--- src/rtl/bus_traffic_gen.sv ---
// Scripted write-then-readback traffic source for a bus master device port.
// Define TGEN_LFSR_DATA_EN to use Galois-LFSR word data instead of seed+i.
module bus_traffic_gen #(
  parameter int unsigned ADDR_WIDTH           = 16,
  parameter int unsigned DATA_WIDTH           = 8,
  parameter int unsigned SLAVE_MEM_ADDR_WIDTH = 12,
  parameter int unsigned NUM_WORDS            = 16,
  parameter int unsigned TIMEOUT_CYCLES       = 4096
) (
  input  logic                  clk,
  input  logic                  rstn,
  input  logic                  start,
  input  logic [ADDR_WIDTH-1:0] base_addr,
  input  logic [DATA_WIDTH-1:0] seed,
  output logic [DATA_WIDTH-1:0] dwdata,
  input  logic [DATA_WIDTH-1:0] drdata,
  output logic [ADDR_WIDTH-1:0] daddr,
  output logic                  dvalid,
  input  logic                  dready,
  output logic                  dmode,
  output logic                  busy,
  output logic                  done,
  output logic                  pass,
  output logic                  timeout,
  output logic [7:0]            err_count,
  output logic [ADDR_WIDTH-1:0] first_err_addr
);

  localparam int unsigned OFF_W = SLAVE_MEM_ADDR_WIDTH;
  localparam int unsigned IDX_W = (NUM_WORDS > 1) ? $clog2(NUM_WORDS) : 1;
  localparam int unsigned CNT_W = $clog2(TIMEOUT_CYCLES + 1);
  localparam logic [IDX_W-1:0] LAST_IDX = IDX_W'(NUM_WORDS - 1);
  localparam logic [CNT_W-1:0] CNT_LAST = CNT_W'(TIMEOUT_CYCLES - 1);

  typedef enum logic [2:0] {
    S_IDLE, S_WR_REQ, S_WR_WAIT, S_RD_REQ, S_RD_WAIT, S_CHECK, S_DONE
  } state_t;

  state_t state, state_next;

  logic [IDX_W-1:0]      idx_q, idx_d;
  logic [ADDR_WIDTH-1:0] base_q, base_d;
  logic [DATA_WIDTH-1:0] seed_q, seed_d;
  logic [CNT_W-1:0]      cnt_q, cnt_d;
  logic                  busy_seen_q, busy_seen_d;
  logic [DATA_WIDTH-1:0] rdata_q, rdata_d;

  logic                  dvalid_d, dmode_d, busy_d, done_d, pass_d, timeout_d;
  logic [ADDR_WIDTH-1:0] daddr_d, first_err_d;
  logic [DATA_WIDTH-1:0] dwdata_d, exp_word;
  logic [7:0]            err_d;

  logic in_phase, complete, expired, last, abort;

  // Offset wraps inside the selected slave; slave-select bits pass through untouched.
  function automatic logic [ADDR_WIDTH-1:0] word_addr(input logic [ADDR_WIDTH-1:0] b,
                                                      input logic [IDX_W-1:0]      i);
    logic [OFF_W-1:0] off;
    off = b[OFF_W-1:0] + OFF_W'(i);
    return {b[ADDR_WIDTH-1:OFF_W], off};
  endfunction

`ifdef TGEN_LFSR_DATA_EN
  // x^8+x^6+x^5+x^4+1 for 8-bit words; other widths fall back to a top-bit-only tap.
  localparam logic [DATA_WIDTH-1:0] LFSR_TAPS =
    (DATA_WIDTH == 8) ? DATA_WIDTH'(8'hB8) : {1'b1, (DATA_WIDTH-1)'(0)};

  logic [DATA_WIDTH-1:0] lfsr_q, lfsr_d;

  function automatic logic [DATA_WIDTH-1:0] lfsr_step(input logic [DATA_WIDTH-1:0] x);
    return x[0] ? ((x >> 1) ^ LFSR_TAPS) : (x >> 1);
  endfunction

  function automatic logic [DATA_WIDTH-1:0] lfsr_load(input logic [DATA_WIDTH-1:0] s);
    return (s == '0) ? DATA_WIDTH'(1) : s;
  endfunction

  assign exp_word = lfsr_q;
`else
  assign exp_word = seed_q + DATA_WIDTH'(idx_q);
`endif

  assign in_phase = (state == S_WR_REQ) || (state == S_WR_WAIT) ||
                    (state == S_RD_REQ) || (state == S_RD_WAIT);
  assign complete = busy_seen_q && dready;
  assign expired  = (cnt_q == CNT_LAST);
  assign last     = (idx_q == LAST_IDX);
  assign abort    = in_phase && (state_next == S_IDLE);

  // State register.
  always_ff @(posedge clk or negedge rstn) begin
    if (!rstn) state <= S_IDLE;
    else       state <= state_next;
  end

  // Next-state logic; progress wins over an expiring timeout in the same cycle.
  always_comb begin
    state_next = state;
    case (state)
      S_IDLE:    if (start) state_next = S_WR_REQ;
      S_WR_REQ:  if (dready) state_next = S_WR_WAIT;
                 else if (expired) state_next = S_IDLE;
      S_WR_WAIT: if (complete) state_next = last ? S_RD_REQ : S_WR_REQ;
                 else if (expired) state_next = S_IDLE;
      S_RD_REQ:  if (dready) state_next = S_RD_WAIT;
                 else if (expired) state_next = S_IDLE;
      S_RD_WAIT: if (complete) state_next = S_CHECK;
                 else if (expired) state_next = S_IDLE;
      S_CHECK:   state_next = last ? S_DONE : S_RD_REQ;
      S_DONE:    state_next = S_IDLE;
      default:   state_next = S_IDLE;
    endcase
  end

  // Output and datapath next values, registered below.
  always_comb begin
    idx_d       = idx_q;
    base_d      = base_q;
    seed_d      = seed_q;
    busy_seen_d = busy_seen_q;
    rdata_d     = rdata_q;
    done_d      = done;
    pass_d      = pass;
    timeout_d   = timeout;
    err_d       = err_count;
    first_err_d = first_err_addr;
`ifdef TGEN_LFSR_DATA_EN
    lfsr_d      = lfsr_q;
`endif
    cnt_d = (in_phase && (state_next == state)) ? cnt_q + CNT_W'(1) : '0;

    case (state)
      S_IDLE: begin
        if (start) begin
          base_d      = base_addr;
          seed_d      = seed;
          idx_d       = '0;
          done_d      = 1'b0;
          pass_d      = 1'b0;
          timeout_d   = 1'b0;
          err_d       = '0;
          first_err_d = '0;
`ifdef TGEN_LFSR_DATA_EN
          lfsr_d      = lfsr_load(seed);
`endif
        end
      end
      S_WR_REQ, S_RD_REQ: busy_seen_d = 1'b0;
      S_WR_WAIT: begin
        if (!dready) busy_seen_d = 1'b1;
        if (complete) begin
          if (last) begin
            idx_d = '0;
`ifdef TGEN_LFSR_DATA_EN
            lfsr_d = lfsr_load(seed_q);
`endif
          end else begin
            idx_d = idx_q + IDX_W'(1);
`ifdef TGEN_LFSR_DATA_EN
            lfsr_d = lfsr_step(lfsr_q);
`endif
          end
        end
      end
      S_RD_WAIT: begin
        if (!dready) busy_seen_d = 1'b1;
        if (complete) rdata_d = drdata;
      end
      S_CHECK: begin
        if (rdata_q != exp_word) begin
          if (err_count != 8'hFF) err_d = err_count + 8'd1;
          if (err_count == 8'd0)  first_err_d = word_addr(base_q, idx_q);
        end
        if (!last) begin
          idx_d = idx_q + IDX_W'(1);
`ifdef TGEN_LFSR_DATA_EN
          lfsr_d = lfsr_step(lfsr_q);
`endif
        end
      end
      default: ;
    endcase

    if (state_next == S_DONE) begin
      done_d = 1'b1;
      pass_d = (err_d == 8'd0);
    end
    if (abort) begin
      timeout_d = 1'b1;
      done_d    = 1'b1;
      pass_d    = 1'b0;
    end

    dvalid_d = (state_next == S_WR_REQ) || (state_next == S_RD_REQ);
    dmode_d  = (state_next == S_WR_REQ) || (state_next == S_WR_WAIT);
    busy_d   = (state_next != S_IDLE) && (state_next != S_DONE);
    daddr_d  = word_addr(base_d, idx_d);
`ifdef TGEN_LFSR_DATA_EN
    dwdata_d = lfsr_d;
`else
    dwdata_d = seed_d + DATA_WIDTH'(idx_d);
`endif
  end

  // Register bank; reset drops dvalid immediately and abandons any run.
  always_ff @(posedge clk or negedge rstn) begin
    if (!rstn) begin
      idx_q          <= '0;
      base_q         <= '0;
      seed_q         <= '0;
      cnt_q          <= '0;
      busy_seen_q    <= 1'b0;
      rdata_q        <= '0;
      dvalid         <= 1'b0;
      dmode          <= 1'b0;
      daddr          <= '0;
      dwdata         <= '0;
      busy           <= 1'b0;
      done           <= 1'b0;
      pass           <= 1'b0;
      timeout        <= 1'b0;
      err_count      <= '0;
      first_err_addr <= '0;
`ifdef TGEN_LFSR_DATA_EN
      lfsr_q         <= '0;
`endif
    end else begin
      idx_q          <= idx_d;
      base_q         <= base_d;
      seed_q         <= seed_d;
      cnt_q          <= cnt_d;
      busy_seen_q    <= busy_seen_d;
      rdata_q        <= rdata_d;
      dvalid         <= dvalid_d;
      dmode          <= dmode_d;
      daddr          <= daddr_d;
      dwdata         <= dwdata_d;
      busy           <= busy_d;
      done           <= done_d;
      pass           <= pass_d;
      timeout        <= timeout_d;
      err_count      <= err_d;
      first_err_addr <= first_err_d;
`ifdef TGEN_LFSR_DATA_EN
      lfsr_q         <= lfsr_d;
`endif
    end
  end

endmodule

--- config.mk ---
export PLATFORM = sky130hd
export DESIGN_NAME = bus_traffic_gen
export DESIGN_NICKNAME = d
export VERILOG_FILES = /design/src/rtl/bus_traffic_gen.sv
export SDC_FILE = /design/constraint.sdc
export NUM_CORES = 1
export LEC_CHECK = 0
export ABC_CLOCK_PERIOD_IN_PS = 3300
export CORE_ASPECT_RATIO = 1.4
export CORE_MARGIN = 3
export CORE_UTILIZATION = 49
export DETAILED_ROUTE_END_ITERATION = 7
export GPL_TIMING_DRIVEN = 0
export PLACE_DENSITY = 0.77
export SYNTH_ARGS = -nofsm -noshare
export SYNTH_HDL_FRONTEND = slang
export SYNTH_SLANG_ARGS = --single-unit
--- constraint.sdc ---
create_clock -name clk -period 3.3 [get_ports clk]
set_input_delay 0.66 -clock clk [delete_from_list [all_inputs] [get_ports clk]]
set_output_delay 0.66 -clock clk [all_outputs]
set_load 0.02 [all_outputs]
==> results.md <==
* Slew @ Worst Pin at 0.5413 ns
* Commonest cells after routing, fill and taps aside: dfrtp_1, nand2_1, clkdlybuf4s50_1, xnor2_1, inv_1
* Pleak at 3.162 nW
* Reg2Reg Launch Point: idx_q[0]$_DFF_PN0_
* WS Path Type: flip-flop to flip-flop
* Via count at 4365
* First-pass GRT wire length at ~21000 um
* Util after Layout at 0.6613
* Final Net Count at 706
* Period utilisation layout at 0.9550
* H-tree levels at 3
* Async SR Flop Fraction at 1.000
* CTS hold repair buffers at 0
* Drt wl/cell at 16.40 um
* Largest net degree at the start of global routing at 64
* Row cnt at 44
* CTS tree: done
* Final setup violation count at 0
* Count of warnings emitted by yosys at 0
* Max_cap viols at 0
* EDFF count, synth at 0
* PwrDens at 825.6 nW/um^2
* Fill count at between 800 and 900
* Depth of the most critical reg-to-reg path at 11
* Gr ovfl total at 0
* Area grow syn2layout at 28.82%
* Via/cell ratio at 5.539
* Synth cell types at between 60 and 70
* Clock root cell: clkbuf_16
* Die footprint at 12390 sq um
* CP Data Required Time at between 3 and 4 ns
* Syn_nets at 600
* Core box area at about 11000 sq um
* Die width at 94.94 um
* Status: complete, no violations
* Mapped Avg Cell Area at ~10 sq um
* DRC violation count after routing at 0
* CTS Buf Count at 9
* Tmin final at about 3.2 ns
* Post-Place Worst Slack at -1.071 ns
* Seq/Total Area, Yosys at 0.4750
* Gp weighted congestion at 0.8985
* Final WS setup at 0.1486 ns
* Most common cell after layout, fill and taps aside: dfrtp_1
* Total length of routed wires at ~13000 um
* Post-route ant nets at 0
* Synthesized area at 5426 sq um
* Crit path launch type: flip-flop
* Initial Util at 0.5134
* Die Span Y at 130.5 um
* Iter 0 DRT Violations at 247
* Worst Path Max Fanout at 10
* Mapped Cells at 539
* Relative slew slack at 0.6391
* Critical Path AT at 3.41 ns
* Share of layout cells above drive strength 1 at 0.1415
* Clk_skew at 0.004689 ns
* Initial DRT Pass Iterations at 4
* Max Slew Vio Count at 0
* CP Capture Type: flip-flop
* IO Pins at 90
* Total chip power at 0.005771 W
* Antenna cells at 0
* Max VDD drop at about 0.00044 V
* Dpl hpwl at ~9500 um
* Clk Latency, worst-skew pair at between 0.3 and 0.4 ns
* Worst flop-to-flop path endpoint: pass$_DFFE_PN0P_
* Initial antenna violation count at 0
* Reg-to-reg slack, setup at 0.15 ns
* Vias in the first global route at 4460
* Port Buffers at 89
* RSZ-0062 raised after global routing: yes
* Final hold vios at 0
* Hold Path Class: primary input to asynchronous set/reset pin
* Gr usage total at 0.2179
* Worst hold slack at 0.2826 ns
* Clock sinks at 103
* Max Freq at 317.3 MHz
* Reg clk slew, reported paths at 0.07 ns
* Synth Flop Type: dfrtp_1
* Clock Tree Buf Depth at 2
* #FFs+latches synth at 103
cells in the mapped netlist, types with 8 or more instances:
cell	count	area, sq um
a21o_1	8	60.06
a21oi_1	18	90.09
and3_1	12	75.07
clkbuf_1	9	33.78
dfrtp_1	103	2577
ha_1	21	262.8
inv_1	24	90.09
mux2_2	11	123.9
mux2i_1	10	100.1
nand2_1	96	360.4
nand3_1	20	100.1
nand4_1	8	50.05
nor2_1	25	93.84
nor2_2	10	62.56
nor2b_1	9	56.30
nor3_1	10	50.05
o21ai_0	15	75.07
o31ai_1	9	67.56
xnor2_1	31	271.5
xor2_1	15	131.4
worst max path at each step:
stage,from,to,slack [ns]
floorplan,state[0]$_DFF_PN0_,daddr[10]$_DFF_PN0_,0.09
global route,state[2]$_DFF_PN0_,daddr[11]$_DFF_PN0_,-0.02
CTS,state[0]$_DFF_PN0_,daddr[10]$_DFF_PN0_,0.01
finish,idx_q[0]$_DFF_PN0_,pass$_DFFE_PN0P_,0.15
detailed placement,start,daddr[10]$_DFF_PN0_,-1.07
global placement,rstn,rdata_q[2]$_DFFE_PN0P_,-2.22
through the flow:
stage | std cells | cell area [sq um] | setup TNS, ns
floorplan | 539 | 5428 | 0
global placement | 766 | 6491 | -238.81
detailed placement | 767 | 6516 | -12.63
CTS | 785 | 6890 | 0
global route | 788 | 6990 | -0.01535
finish | 788 | 6990 | 0
metal layers:
layer | global-route usage | vias up | wire length [um]
li1 | - | 2075 | -
met5 | 0 | - | 0
met4 | 0.08241 | 0 | 273
met2 | 0.3879 | 124 | 6930
met3 | 0.03150 | 21 | 473
met1 | 0.2662 | 2145 | 5249
flip-flops by register name (all words and copies together), names as in the netlist, 3 cells and up:
register / flops
base_q: 16
first_err_addr: 16
cnt_q: 13
daddr: 12
dwdata: 8
err_count: 8
rdata_q: 8
seed_q: 8
idx_q: 4
state: 3
layout make-up:
| class | instances | area [sq um] | share of cell area |
|---|---|---|---|
| plain buffers | 19 | 151.4 | 0.02166 |
| clock buffers | 10 | 229.0 | 0.03275 |
| clock inverters | 6 | 71.32 | 0.01020 |
| inverters | 24 | 90.09 | 0.01289 |
| multi-input cells | 391 | 2714 | 0.3882 |
| flip-flops and latches | 103 | 2584 | 0.3696 |
| well taps | 138 | 172.7 | 0.02470 |
| repair buffers | 97 | 978.4 | 0.1400 |
cell families after synthesis:
family | after synthesis | share of synthesized area
simple gates | 213 | 0.1893
flops | 103 | 0.4750
compound gates | 85 | 0.1148
xor+xnor | 47 | 0.07840
buf+inv | 45 | 0.03805
fa+ha+maj | 25 | 0.06318
mux | 21 | 0.04127
worst max-delay path, stage by stage (launching register included):
cell	delay, ns
dfrtp_2	0.45
ha_1	0.26
fa_2	0.38
xnor3_1	0.38
o2111ai_1	0.15
a2111oi_4	0.30
nand4_4	0.20
buf_6	0.19
nand3_1	0.15
mux2i_1	0.22
nand4_1	0.15
o22ai_1	0.22
timing repair:
action | CTS | global route
resized for setup | 23 | 22
pin swaps | 4 | 4
buffers inserted | 3 | 4
endpoints found under the setup margin | 31 | 24
report_power, final:
group / internal [W] / leakage, nW / switching, W / total (W)
registers: 0.00167 / 1.33 / 0.000308 / 0.00198
logic: 0.00122 / 1.69 / 0.00151 / 0.00273
clock network: 0.000592 / 0.139 / 0.000468 / 0.00106
No activity file was read; power rests on OpenSTA's default activity.
